File: src/rtl/serial2parallel_rx.sv
// MSB-first serial-to-parallel receiver with frame_start alignment, a one-entry
// valid/ready output register and a sticky overrun flag for dropped words.
module serial2parallel_rx #(
    parameter int WIDTH        = 4,
    parameter bit REQUIRE_SYNC = 1'b1
) (
    input  logic             clk,
    input  logic             reset,
    input  logic             ser_in,
    input  logic             ser_valid,
    input  logic             frame_start,
    input  logic             out_ready,
    input  logic             overrun_clr,
    output logic [WIDTH-1:0] par_out,
    output logic             par_valid,
    output logic             eow,
    output logic             overrun,
    output logic             busy
);

    // state      | meaning
    // WAIT_SYNC  | ignore bits until the first frame_start
    // SHIFT      | accumulate bits; words complete back-to-back
    typedef enum logic {
        ST_WAIT_SYNC = 1'b0,
        ST_SHIFT     = 1'b1
    } state_t;

    localparam int             CW       = $clog2(WIDTH);
    localparam logic [CW-1:0]  CNT_LAST = CW'(WIDTH - 1);
    localparam state_t         ST_RESET = REQUIRE_SYNC ? ST_WAIT_SYNC : ST_SHIFT;

    state_t             state_q, state_d;
    logic [WIDTH-2:0]   shreg_q, shreg_d;
    logic [CW-1:0]      cnt_q, cnt_d;
    logic [WIDTH-1:0]   par_out_q, par_out_d;
    logic               par_valid_q, par_valid_d;
    logic               eow_q, eow_d;
    logic               overrun_q, overrun_d;
    logic [WIDTH-1:0]   word;
    logic               complete;

    assign word = {shreg_q, ser_in};

    always_ff @(posedge clk) begin
        if (reset) begin
            state_q     <= ST_RESET;
            shreg_q     <= '0;
            cnt_q       <= '0;
            par_out_q   <= '0;
            par_valid_q <= 1'b0;
            eow_q       <= 1'b0;
            overrun_q   <= 1'b0;
        end else begin
            state_q     <= state_d;
            shreg_q     <= shreg_d;
            cnt_q       <= cnt_d;
            par_out_q   <= par_out_d;
            par_valid_q <= par_valid_d;
            eow_q       <= eow_d;
            overrun_q   <= overrun_d;
        end
    end

    always_comb begin
        state_d  = state_q;
        shreg_d  = shreg_q;
        cnt_d    = cnt_q;
        complete = 1'b0;
        case (state_q)
            ST_WAIT_SYNC: begin
                if (frame_start) begin
                    state_d = ST_SHIFT;
                    if (ser_valid) begin
                        shreg_d = (WIDTH-1)'(ser_in);
                        cnt_d   = CW'(1);
                    end else begin
                        shreg_d = '0;
                        cnt_d   = '0;
                    end
                end
            end
            ST_SHIFT: begin
                // frame_start realigns even mid-word; the partial word is lost
                if (frame_start) begin
                    if (ser_valid) begin
                        shreg_d = (WIDTH-1)'(ser_in);
                        cnt_d   = CW'(1);
                    end else begin
                        shreg_d = '0;
                        cnt_d   = '0;
                    end
                end else if (ser_valid) begin
                    shreg_d = word[WIDTH-2:0];
                    if (cnt_q == CNT_LAST) begin
                        complete = 1'b1;
                        cnt_d    = '0;
                    end else begin
                        cnt_d = cnt_q + CW'(1);
                    end
                end
            end
            default: state_d = ST_RESET;
        endcase
    end

    always_comb begin
        par_out_d   = par_out_q;
        par_valid_d = par_valid_q;
        eow_d       = complete;
        overrun_d   = overrun_q;
        if (complete) begin
            if (!par_valid_q || out_ready) begin
                par_out_d   = word;
                par_valid_d = 1'b1;
            end else begin
                overrun_d = 1'b1;
            end
        end else begin
            if (par_valid_q && out_ready) begin
                par_valid_d = 1'b0;
            end
            if (overrun_clr) begin
                overrun_d = 1'b0;
            end
        end
        // a drop on a completion cycle wins over a simultaneous clear
        if (complete && par_valid_q && !out_ready) begin
            overrun_d = 1'b1;
        end else if (complete && overrun_clr) begin
            overrun_d = 1'b0;
        end
    end

    assign par_out   = par_out_q;
    assign par_valid = par_valid_q;
    assign eow       = eow_q;
    assign overrun   = overrun_q;
    assign busy      = (state_q == ST_SHIFT) && (cnt_q != '0);

endmodule
File: config.mk
export PLATFORM = sky130hd
export DESIGN_NAME = serial2parallel_rx
export DESIGN_NICKNAME = d
export VERILOG_FILES = /design/src/rtl/serial2parallel_rx.sv
export SDC_FILE = /design/constraint.sdc
export NUM_CORES = 1
export LEC_CHECK = 0
export CAP_MARGIN = 20
export CORE_AREA = 4 4 41 43
export CTS_BUF_LIST = sky130_fd_sc_hd__clkbuf_16
export CTS_CLUSTER_SIZE = 20
export DETAILED_ROUTE_END_ITERATION = 10
export DIE_AREA = 0 0 45 47
export DONT_BUFFER_PORTS = 1
export SYNTH_ARGS = -nofsm -noshare
export SYNTH_HDL_FRONTEND = slang
export SYNTH_SLANG_ARGS = --single-unit
File: constraint.sdc
create_clock -name clk -period 1 [get_ports clk]
set_input_delay 0.2 -clock clk [delete_from_list [all_inputs] [get_ports clk]]
set_output_delay 0.2 -clock clk [all_outputs]
set_load 0.02 [all_outputs]
==> results.yml <==
status:
  status: "finished with violations"
  failed_checks: "setup timing"
synthesis:
  synthTopCellsByCount: "13 x dfxtp_1, 9 x nand2b_1, 7 x mux2i_1"
  synthFlopType: "dfxtp_1"
  syn_inst: 58
  syn-num-nets: 67
  synth_area_per_cell_um2: 10.1
  synth_top_family_by_area: "simple AND/OR/NAND/NOR gates"
  synthAdderAreaFrac_pct: 4.27
  ys_seq_elements: 13
  synth_edf_count: 0
  syn_area_um2: 586
  yosysTopAreaCellShare_pct: 44.4
  ys_warn_count: 0
  synth_mux_area_share_pct: 12.0
  ys_seq_area_share_pct: 44.4
  synth-xor-area-share_pct: 0
  async_flop_share_pct: 0
  synth_simple_gate_area_share_pct: 27.1
  synth.area.top_cells: "dfxtp_1 44%, mux2i_1 12%, nand2b_1 9.6%"
  synth_area_leader_cell: "dfxtp_1"
  synth_compound_area_share_pct: 5.77
  yosysMostFrequentCell: "dfxtp_1"
  synth.distinct_cells: 21
layout:
  nets: 76
  final_util_pct: 61.4
  drive_gt1_share_pct: 37.9
  num_antenna_cells: 0
  syn2layout_area_growth_pct: 36.5
  fin_area_um2: 800
sta:
  clock_skew_ns: 0.00540
  setup_tns_ns: -0.495
  tightest_slew_ns: 0.238
  period_needed_ns: 1.16
  fmax_ghz: 0.859
  setup_viol: 6
  finalWorstSetupSlack_ns: -0.164
  hold_viol_final: 0
  post-route-period-util_pct: 116
  relSlewSlack_pct: 84.1
  drv_slew: 0
  whs_ns: 0.0138
  grt_setup_unrepaired: "yes"
power_and_ir_drop:
  clkPwrFrac_pct: 55.2
  vdd_drop_max_mv: 1.52
  p_total_uw: 1350
  p_seq_share_pct: 39.7
  intPower_uw: 1100
  p_comb_share_pct: 5.1
  switching_share_pct: 19.0
  p_leak_uw: 0.000317
  switching_power_uw: 257
  power_density_nw_per_um2: 1690
floorplan:
  start_util_pct: 45.0
  num_rows: 13
  die_height_um: 47
  io_pins: 15
  die-area_um2: 2120
  core_area_um2: 1300
  die_x_um: 45
cts:
  clock_path_buffers: 2
  clkLatencyLatePin_ns: 0.24
  cts_tree: "built"
  cts_root_buf: "clkbuf_16"
  cts_num_sinks: 13
  cts_buffers: 3
  clk_transition_reported_paths_ns: 0.05
  post_cts_buffers: 0
  htreeDepth: 1
place:
  dpl-instance-area_um2: 648
  place.gp.congestion: 0.684
  port_buffers: 0
  hpwl_um: 765
global_route:
  antenna_found_initial: 0
  grtUsageTotal_pct: 12.3
  use_met2_pct: 17.2
  use_met3_pct: 8.81
  grt_pass1_vias: 385
  grt_first_pass_wirelength_um: 1770
  grt-ovfl-total: 0
  busiest_layer: "met2"
  grt_max_degree: 18
  grtUsageMet1_pct: 13.6
worst_setup_path:
  r2r_slack_ns: -0.08
  worstPathRequired_ns: 0.80
  crit_path_start_kind: "register"
  setup.worst_path.class: "register to output port"
  cpPeakStageDelay_ns: 0.36
  cp_cell_sequence: "inv_2 > ha_4 > nor2b_4"
  worstPathMaxFanout: 3
  critical_path.slowest_cell: "dfxtp_4"
  ff2ff_path_depth: 4
  rr_endpoint: "par_out[1]"
  cp.arrival_ns: 0.96
  r2r_start: "cnt_q[0]"
  end_kind: "output port"
route:
  wl_per_cell_um: 12.8
  vias: 392
  ant_nets: 0
  vias_per_cell: 4.84
  drtPass1Iterations: 4
  drcViolationCount: 0
  wirelength_um: 1040
  drtIter0Drc: 7
hold_path:
  hold_end: "overrun"
  worstHoldPathType: "input pin to register"
  hp-start: "reset"
  whs_path_depth: 1
job:
  cap_violations: 0
## worst max-delay path by stage
stage / startpoint / slack [ns] / end
floorplan: cnt_q[1] / -0.05 / par_out[0]
global placement: cnt_q[1] / -0.15 / par_out[2]
detailed placement: cnt_q[1] / -0.15 / par_out[1]
CTS: cnt_q[1] / -0.18 / busy
global route: cnt_q[0] / -0.20 / busy
finish: cnt_q[1] / -0.16 / busy
## layer usage
layer / vias to the layer above / routed length [µm]
met3: 2 / 83
met4: 0 / 27
met2: 11 / 484
met5: - / 0
li1: 208 / -
met1: 171 / 441
## layout make-up
| cell class | count | area [µm²] |
|---|---|---|
| Sequential cell | 13 | 269 |
| Clock buffer | 3 | 75.1 |
| Timing Repair Buffer | 7 | 56.3 |
| Clock inverter | 1 | 3.75 |
| Multi-Input combinational cell | 39 | 363 |
| Inverter | 3 | 13.8 |
| Tap cell | 15 | 18.8 |
| Fill cell | 105 | 502 |
## power groups by stage
stage                     Combinational (µW)  Sequential [µW]  Clock, µW
after CTS                               65.3              537        774
final                                   68.6              538        747
after detailed placement                55.6              549          0
after global routing                    75.2              539        796
after global placement                  54.9              549          0
after floorplan                         49.8              548          0
## through the flow
| step | worst slack (ns) | std cells |
|---|---|---|
| floorplan | -0.0526 | 58 |
| global placement | -0.145 | 77 |
| detailed placement | -0.146 | 77 |
| CTS | -0.182 | 81 |
| global route | -0.201 | 81 |
| finish | -0.164 | 81 |
## flip-flops by register name, indices dropped and copies added, names as in the netlist
signal     cells
cnt_q          2
par_out        4
par_valid      1
overrun        1
shreg_q        3
state_q        1
eow            1
## cell usage in the layout (no fill, tap or decap), types with 2 or more instances in the layout
cell type  count
buf_4          6
nand2b_1       9
ha_4           2
dfxtp_4        2
clkbuf_16      3
inv_1          2
dfxtp_1       10
mux2i_1        7
nor2b_4        3
nor3_1         3
nor2_1         3
a21oi_1        2
## worst max-delay path, delay by kind of cell, from the launching register on
family | cells | cell delay (ns)
buffers and inverters | 1 | 0.04
adder cells (fa/ha/maj) | 1 | 0.15
AND/OR/NAND/NOR | 1 | 0.17
flip-flops | 1 | 0.36
## logic make-up after synthesis
logic type,Yosys count
AND/OR/NAND/NOR,24
multiplexers,7
AO/OA/AOI/OAI,6
buffers and inverters,6
adder cells (fa/ha/maj),2
flip-flops,13
## timing repair
item | in CTS | in global routing
endpoints found under the setup margin | 11 | 10
hold buffers | 0 | 0
resized for setup | 12 | 8
endpoints found under the hold margin | 0 | 0
pin swaps | 3 | 3
No activity file was read; power rests on OpenSTA's default activity.
